`config.mk`:
```
export PLATFORM = sky130hd
export DESIGN_NAME = wave_dump_uart
export DESIGN_NICKNAME = d
export VERILOG_FILES = /design/src/rtl/wave_dump_uart.sv
export SDC_FILE = /design/constraint.sdc
export NUM_CORES = 1
export LEC_CHECK = 0
export BUFFER_PORTS_ARGS = -buffer_cell sky130_fd_sc_hd__buf_4
export CAP_MARGIN = 25
export CORE_MARGIN = 1
export CORE_UTILIZATION = 46
export CTS_BUF_LIST = sky130_fd_sc_hd__clkbuf_4
export CTS_CLUSTER_SIZE = 16
export DETAILED_ROUTE_END_ITERATION = 12
export HOLD_SLACK_MARGIN = 0.12
export MAX_ROUTING_LAYER = met4
export PLACE_DENSITY_LB_ADDON = 0.15
export SYNTH_ARGS = -nofsm -noshare
export SYNTH_HDL_FRONTEND = slang
export SYNTH_SLANG_ARGS = --single-unit
export TNS_END_PERCENT = 100
```
`constraint.sdc`:
```
create_clock -name clk100 -period 4.42 [get_ports clk100]
set_clock_uncertainty 0.1 [all_clocks]
set_input_delay 0.442 -clock clk100 [delete_from_list [all_inputs] [get_ports clk100]]
set_output_delay 0.442 -clock clk100 [all_outputs]
set_load 0.01 [all_outputs]
```
`src/rtl/wave_dump_uart.sv`:
```
// wave_dump_uart: freezes the capture RAM and streams A5 5A, DEPTH samples and an 8-bit sum checksum out as 8N1 UART.
module wave_dump_uart #(
  parameter int BAUD_DIV = 868,
  parameter int DEPTH = 640,
  parameter int ADDR_W = 10
) (
  input  logic              clk100,
  input  logic              clr_n,
  input  logic              start,
  output logic [ADDR_W-1:0] rd_addr,
  input  logic [7:0]        rd_data,
  output logic              freeze,
  output logic              txd,
  output logic              busy,
  output logic              done
);
  localparam int CW = $clog2(DEPTH + 4);
  localparam int BW = $clog2(BAUD_DIV + 1);
  localparam logic [CW-1:0] LAST = CW'(DEPTH + 2);
  localparam logic [CW-1:0] LAST_SAMPLE_PRED = CW'(DEPTH);
  localparam logic [BW-1:0] RELOAD = BW'(BAUD_DIV - 1);
  typedef enum logic [2:0] {IDLE, PREP1, PREP2, SHIFT, DONE} state_t;
  state_t state;
  logic start_d;
  logic [CW-1:0] idx;
  logic [BW-1:0] baud;
  logic [3:0] bit_idx;
  logic [7:0] sh, ck;
  always_ff @(posedge clk100) begin
    if (!clr_n) begin
      state <= IDLE;
      start_d <= 1'b1;
      txd <= 1'b1;
      busy <= 1'b0;
      freeze <= 1'b0;
      done <= 1'b0;
      rd_addr <= '0;
      ck <= '0;
      idx <= '0;
      baud <= '0;
      bit_idx <= '0;
      sh <= '0;
    end else begin
      start_d <= start;
      done <= 1'b0;
      case (state)
        IDLE: if (start && !start_d) begin
          state <= PREP1;
          busy <= 1'b1;
          freeze <= 1'b1;
          idx <= '0;
          ck <= '0;
        end
        PREP1: state <= PREP2;
        PREP2: begin
          state <= SHIFT;
          txd <= 1'b0;
          bit_idx <= '0;
          baud <= RELOAD;
          sh <= idx == 0 ? 8'hA5 : idx == 1 ? 8'h5A : idx == LAST ? ck : rd_data;
          if (idx >= 2 && idx < LAST) ck <= ck + rd_data;
        end
        SHIFT: begin
          if (baud != 0) baud <= baud - 1'b1;
          else if (bit_idx == 4'd9) begin
            txd <= 1'b1;
            if (idx == LAST) begin
              state <= DONE;
              done <= 1'b1;
              busy <= 1'b0;
              freeze <= 1'b0;
              rd_addr <= '0;
            end else begin
              state <= PREP1;
              idx <= idx + 1'b1;
              // the next byte is a sample: present its address one cycle before latching rd_data
              if (idx >= 1 && idx <= LAST_SAMPLE_PRED) rd_addr <= ADDR_W'(idx - 1'b1);
            end
          end else begin
            baud <= RELOAD;
            bit_idx <= bit_idx + 1'b1;
            txd <= bit_idx == 4'd8 ? 1'b1 : sh[0];
            sh <= sh >> 1;
          end
        end
        DONE: state <= IDLE;
        default: state <= IDLE;
      endcase
    end
  end
endmodule

```
==> results of run 1 <==
[sequential cells by signal, summed over array words and instances (netlist names)]
name     cells
bit_idx      4
ck           8
start_d      1
done         1
baud        10
sh           8
idx         10
txd          1
state        3
rd_addr     10
busy         1
[cell families after synthesis]
| logic type | Yosys count | synth area share [%] |
|---|---|---|
| and+or+nand+nor | 163 | 27.0 |
| AOI/OAI and AO/OA | 102 | 20.5 |
| DFF | 57 | 34.4 |
| buffers and inverters | 40 | 5.02 |
| xor gates and xnor gates | 23 | 6.08 |
| adders and majority gates | 17 | 6.65 |
| muxes | 1 | 0.302 |
[routing by layer]
metal	vias to the layer above	wire (um)
li1	1479	-
met1	1337	3500
met2	47	3400
met3	9	282
met4	0	76
met5	-	0
[worst max path at each step]
stage            endpoint        from  depth (start not counted)  slack [ns]
5_1_grt        rd_addr[7]      idx[0]                          7        1.24
2_1_floorplan      idx[8]  bit_idx[0]                          8        1.95
4_1_cts        rd_addr[7]      idx[0]                          7        1.55
6_report       rd_addr[7]      idx[0]                          7        1.53
3_5_place_dp   rd_addr[7]      idx[0]                          7        1.56
3_3_place_gp   rd_addr[7]      idx[2]                          6        1.65
[timing repair]
| item | 4_1_cts | 5_1_grt |
|---|---|---|
| hold buffers | 1 | 0 |
| hold endpoints to repair | 1 | 0 |
| endpoints found under the setup margin | 0 | 0 |
[worst max-delay path, cell delays in order, from the launching register on]
cell	delay [ns]
dfxtp_1	0.51
inv_1	0.16
ha_1	0.31
nand4_1	0.21
o21ai_0	0.17
a2111oi_4	0.87
o311ai_0	0.28
o211a_1	0.18
[final cells by class]
class,count,area (um^2)
fill,676,3230
tap,96,120
clock buffer,11,82.6
multi-input combinational,306,2010
clock inverter,4,21.3
sequential,57,1140
timing repair buffer,27,205
inverter,16,60.1
[placed cells by master (no fill, tap or decap), types with 3 or more instances in the layout]
master	Yosys	layout
nor2_1	32	32
a221oi_1	3	3
nor4_1	6	6
nor3b_1	4	4
a31oi_1	6	6
o211ai_1	3	3
xnor2_1	14	14
xor2_1	9	9
inv_1	16	16
o211a_1	3	3
or4_1	5	5
o221ai_1	4	4
o21ai_0	31	31
nand3_1	14	14
a21boi_0	6	6
clkbuf_4	0	11
o41ai_1	4	4
o22ai_1	3	3
and3_1	3	3
nand4_1	5	5
nand4b_1	5	5
nand2_1	46	46
a21oi_1	20	20
or3_1	6	6
ha_1	16	16
nand3b_1	4	4
dfxtp_1	57	57
buf_4	1	26
nor3_1	5	5
o21a_1	6	6
nor2b_1	4	4
and2_1	9	9
[power groups by stage]
| stage | registers (mW) | logic, mW | clock network, mW |
|---|---|---|---|
| 2_1_floorplan | 0.578 | 0.153 | 0 |
| 3_3_place_gp | 0.582 | 0.195 | 0 |
| 3_5_place_dp | 0.583 | 0.196 | 0 |
| 4_1_cts | 0.571 | 0.198 | 0.325 |
| 5_1_grt | 0.576 | 0.221 | 0.345 |
| 6_report | 0.571 | 0.196 | 0.309 |
==> flow_summary.yaml, run 1 <==
die:
  core_area_um2: 6870
  die_w_um: 86.9
  rows: 30
  start_util_pct: 48.2
  die_area_um2: 7550
  dieHeight_um: 86.9
  io-pin-count: 25
yosys:
  synth_nets: 431
  synth.largest_area_cell: "dfxtp_1"
  synth_top_cell_area_share_pct: 34.4
  syn_area_per_cell_um2: 8.22
  synthFlopType: "dfxtp_1"
  netlist_instances: 403
  yosysWarnings: 0
  yosys-top-cells-area: "dfxtp_1, ha_1, nand2_1"
  synth_enable_flop_cells: 0
  yosys-top-cells-count: "dfxtp_1, nand2_1, nor2_1, o21ai_0, a21oi_1"
  synth_area_um2: 3310
  synth_most_common_cell: "dfxtp_1"
  synth_seq_cells: 57
  synth.distinct_cells: 56
  synthArstFlopShare_pct: 0
  yosysSeqAreaShare_pct: 34.4
sta:
  maxSlewHeadroom_pct: 41.3
  rsz0062_at_grt: "no"
  hold_violations: 0
  hold_ws_ns: 0.318
  finalMaxSlewViolations: 0
  setup_slack_ns: 1.53
  period_share_pct: 65.4
  fin_setup_tns_ns: 0
  clock.fmax_ghz: 0.346
  setup_violations: 0
  finalCriticalPeriod_ns: 2.89
  tightest_slew_ns: 0.881
global_routing:
  antenna_found_initial: 0
  track_usage_pct: 21.4
  gr-max-usage-layer: "met2"
  grt_util_met1_pct: 27.3
  grt_pass1_vias: 2595
  overflow: 0
  grt_pass1_wl_um: 12100
  grt_max_degree: 53
  use_met3_pct: 5.40
  gr-usage-met2_pct: 33.6
finish:
  final_cell_area_um2: 3640
  area_growth_pct: 9.74
  drive_gt1_share_pct: 11.6
  fin_util_pct: 52.9
  antenna_cells: 0
  fin_nets: 445
  final_cells: 517
power:
  switchingPower_mw: 0.328
  sw_frac_of_total_pct: 30.5
  p_comb_share_pct: 18.2
  cellPowerDensity_nw_per_um2: 296
  leakage_nw: 1.37
  seqPwrFrac_pct: 53.1
  finalPower_mw: 1.08
  vdd_drop_max_v: 0.000169
  p_int_mw: 0.748
  p_clk_share_pct: 28.7
clock_network:
  post_cts_buffers: 0
  cts.sinks: 57
  cts_tree: "yes"
  cts_buffers: 9
  clk_path_buf_depth: 2
  ctsResizeCount: 0
  cts_root_buf: "clkbuf_4"
  htreeDepth: 3
  cts.clk_slew.worst_paths_ns: 0.10
  clk_latency_ns: 0.40
route:
  ant_nets: 0
  viasPerCell: 5.56
  drt_pre_antenna_iters: 4
  wl_per_cell_um: 14.0
  drtIter0Drc: 122
  wl_um: 7250
  dr_total_vias: 2872
  drc: 0
worst_setup_path:
  critPathKind: "reg -> reg"
  cp.arrival_ns: 3.08
  start_kind: "flop"
  rr_worst_depth: 7
  end_kind: "flop"
  cp_max_fo: 19
  r2r-start: "idx[0]"
  r2r_slack_ns: 1.53
  r2r_end: "rd_addr[7]"
  cp.required_ns: 4.61
place:
  place_hpwl_um: 5140
  place_area_um2: 3520
  place_worst_setup_slack_ns: 1.56
  placed_cells_incl_taps: 501
  gp_congestion: 0.920
  portBuffers: 24
worst_hold_path:
  min_to: "sh[6]"
  min_path_cells: 3
  holdCritPathClass: "in -> reg"
  hold_path_startpoint: "rd_data[6]"
status:
  status: "finished clean"
flow_run:
  maxCapViolCount: 0
Power figures use the tool's default switching activity.
==> run 2, diff against run 1 <==
- clock period: 4.42 -> 2.62 ns (I/O delays scaled with it)
==> run 2 against run 1 <==
Against the previous run: non-clock buffer count up 18; sequential power up 69%; critical path depth up 1; die area unchanged; worst setup slack worse by 1.4 ns; global-route usage up 1.6 points; cell count up 3.7%; clock power up 100%; combinational power up 81%; maximum frequency up 16%; critical endpoint is now idx[8]; largest cell class unchanged.
==> flow_summary.yaml, run 2 (synthesis results as in run 1) <==
finish:
  area_growth_pct: 15.3
  final_cell_area_um2: 3820
  mostFrequentLayoutCell: "dfxtp_1"
  top_regs: "baud: 10 flops, idx: 10 flops, rd_addr: 10 flops"
  fin_util_pct: 55.6
  fillers: 676
  antenna_cells: 0
  final_cell_mix: "dfxtp_1, nand2_1, buf_4"
  drive_gt1_share_pct: 15.2
  fin_nets: 463
worst_setup_path:
  max_stage_delay_ns: 0.44
  endpoint: "idx[8]"
  r2r_slack_ns: 0.13
  cp.required_ns: 2.87
  slowest_stage: "or4_4"
  r2r-start: "bit_idx[1]"
  critPathKind: "reg -> reg"
  cp_max_fo: 4
  r2r_end: "idx[8]"
  crit_chain: "inv_1, ha_1, and3b_2, nand4_4, o31a_1, or4_4, or4_1, a21oi_1"
  cp.arrival_ns: 2.74
  start_kind: "flop"
  path_buf_inv: 1
  cp-startpoint: "bit_idx[1]"
  rr_worst_depth: 8
  end_kind: "flop"
  crit_cells: 8
  cp_top_family: "simple AND/OR/NAND/NOR gates"
global_routing:
  antenna_found_initial: 0
  grt_max_degree: 53
  track_usage_pct: 23.0
  grt_pass1_wl_um: 13100
  overflow: 0
  grt_pass1_vias: 2859
sta:
  maxSlewHeadroom_pct: 64.2
  finalMaxSlewViolations: 0
  rsz0062_at_grt: "no"
  setup_violations: 0
  tightest_slew_ns: 0.532
  finalCriticalPeriod_ns: 2.49
  setup_slack_ns: 0.130
  hold_violations: 0
  clock.fmax_ghz: 0.402
  period_share_pct: 95.0
  fin_setup_tns_ns: 0
clock_network:
  htreeDepth: 3
  cts_buffers: 9
  cts.clk_slew.worst_paths_ns: 0.10
  cts_tree: "yes"
  clk_path_buf_depth: 2
  cts.sinks: 57
  post_cts_buffers: 0
  cts_root_buf: "clkbuf_4"
  clk_latency_ns: 0.42
place:
  place_hpwl_um: 5530
  gp_congestion: 0.895
  place_area_um2: 3640
  portBuffers: 24
  place_worst_setup_slack_ns: 0.0424
power:
  seqPwrFrac_pct: 49.5
  leakage_nw: 1.47
  p_comb_share_pct: 18.2
  switchingPower_mw: 0.570
  p_int_mw: 1.38
  p_clk_share_pct: 32.3
  cellPowerDensity_nw_per_um2: 510
  sw_frac_of_total_pct: 29.3
  vdd_drop_max_v: 0.000181
route:
  drc: 0
  drtIter0Drc: 100
  dr_total_vias: 2976
  wl_per_cell_um: 14.3
  ant_nets: 0
  wl_um: 7640
  drt_pre_antenna_iters: 4
  viasPerCell: 5.55
die:
  die_w_um: 86.9
  dieHeight_um: 86.9
  rows: 30
  core_area_um2: 6870
  io-pin-count: 25
  start_util_pct: 48.2
  die_area_um2: 7550
worst_hold_path:
  holdCritPathClass: "in -> reg"
status:
  status: "finished clean"
flow_run:
  maxCapViolCount: 0
## run 2: power groups by stage
stage | Clock [mW] | Combinational [mW] | Sequential [mW]
2_1_floorplan | 0 | 0.258 | 0.975
3_3_place_gp | 0 | 0.344 | 0.981
3_5_place_dp | 0 | 0.349 | 0.983
4_1_cts | 0.649 | 0.354 | 0.963
5_1_grt | 0.683 | 0.402 | 0.972
6_report | 0.628 | 0.354 | 0.964
## run 2: through the flow
step	power, mW	instances	hold WS [ns]
floorplan	1.23	403	0.263
global placement	1.33	517	0.351
detailed placement	1.33	517	0.354
CTS	1.97	536	0.139
global route	2.06	536	0.191
finish	1.95	536	0.144
## run 2: final cells by class
| class | count | area (um^2) | area share (%) |
|---|---|---|---|
| Inverter | 16 | 60.1 | 1.57 |
| Clock buffer | 11 | 82.6 | 2.16 |
| Multi-Input combinational cell | 306 | 2020 | 52.9 |
| Timing Repair Buffer | 45 | 345 | 9.04 |
| Tap cell | 96 | 120 | 3.15 |
| Clock inverter | 5 | 46.3 | 1.21 |
| Sequential cell | 57 | 1140 | 29.9 |
## run 2: per-layer routing
metal | wire length, um | global-route usage (%)
met1 | 3610 | 28.9
met2 | 3630 | 36.6
met3 | 263 | 3.70
met4 | 138 | 9.85
met5 | 0 | -
## run 2: how the worst min path moves through the flow
| stage | slack, ns | end | startpoint | cells past startpoint |
|---|---|---|---|---|
| after floorplan | 0.26 | start_d | start | 1 |
| after global placement | 0.35 | rd_addr[8] | rd_addr[8] | 2 |
| after detailed placement | 0.35 | rd_addr[5] | rd_addr[5] | 2 |
| after CTS | 0.14 | sh[4] | rd_data[4] | 3 |
| after global routing | 0.19 | sh[3] | rd_data[3] | 3 |
| final | 0.14 | sh[4] | rd_data[4] | 3 |
## run 2: worst reg2reg max path, delay by kind of cell (launching register included)
family / cells / cell delay [ns]
buffers and inverters: 1 / 0.10
adder cells (fa/ha/maj): 1 / 0.20
flip-flops: 1 / 0.34
AO/OA/AOI/OAI: 2 / 0.50
AND/OR/NAND/NOR: 4 / 1.19
## run 2: timing repair
item	CTS	global route
gates resized for setup	0	4
hold buffers	3	0
hold endpoints to repair	3	0
setup endpoints to repair	0	3
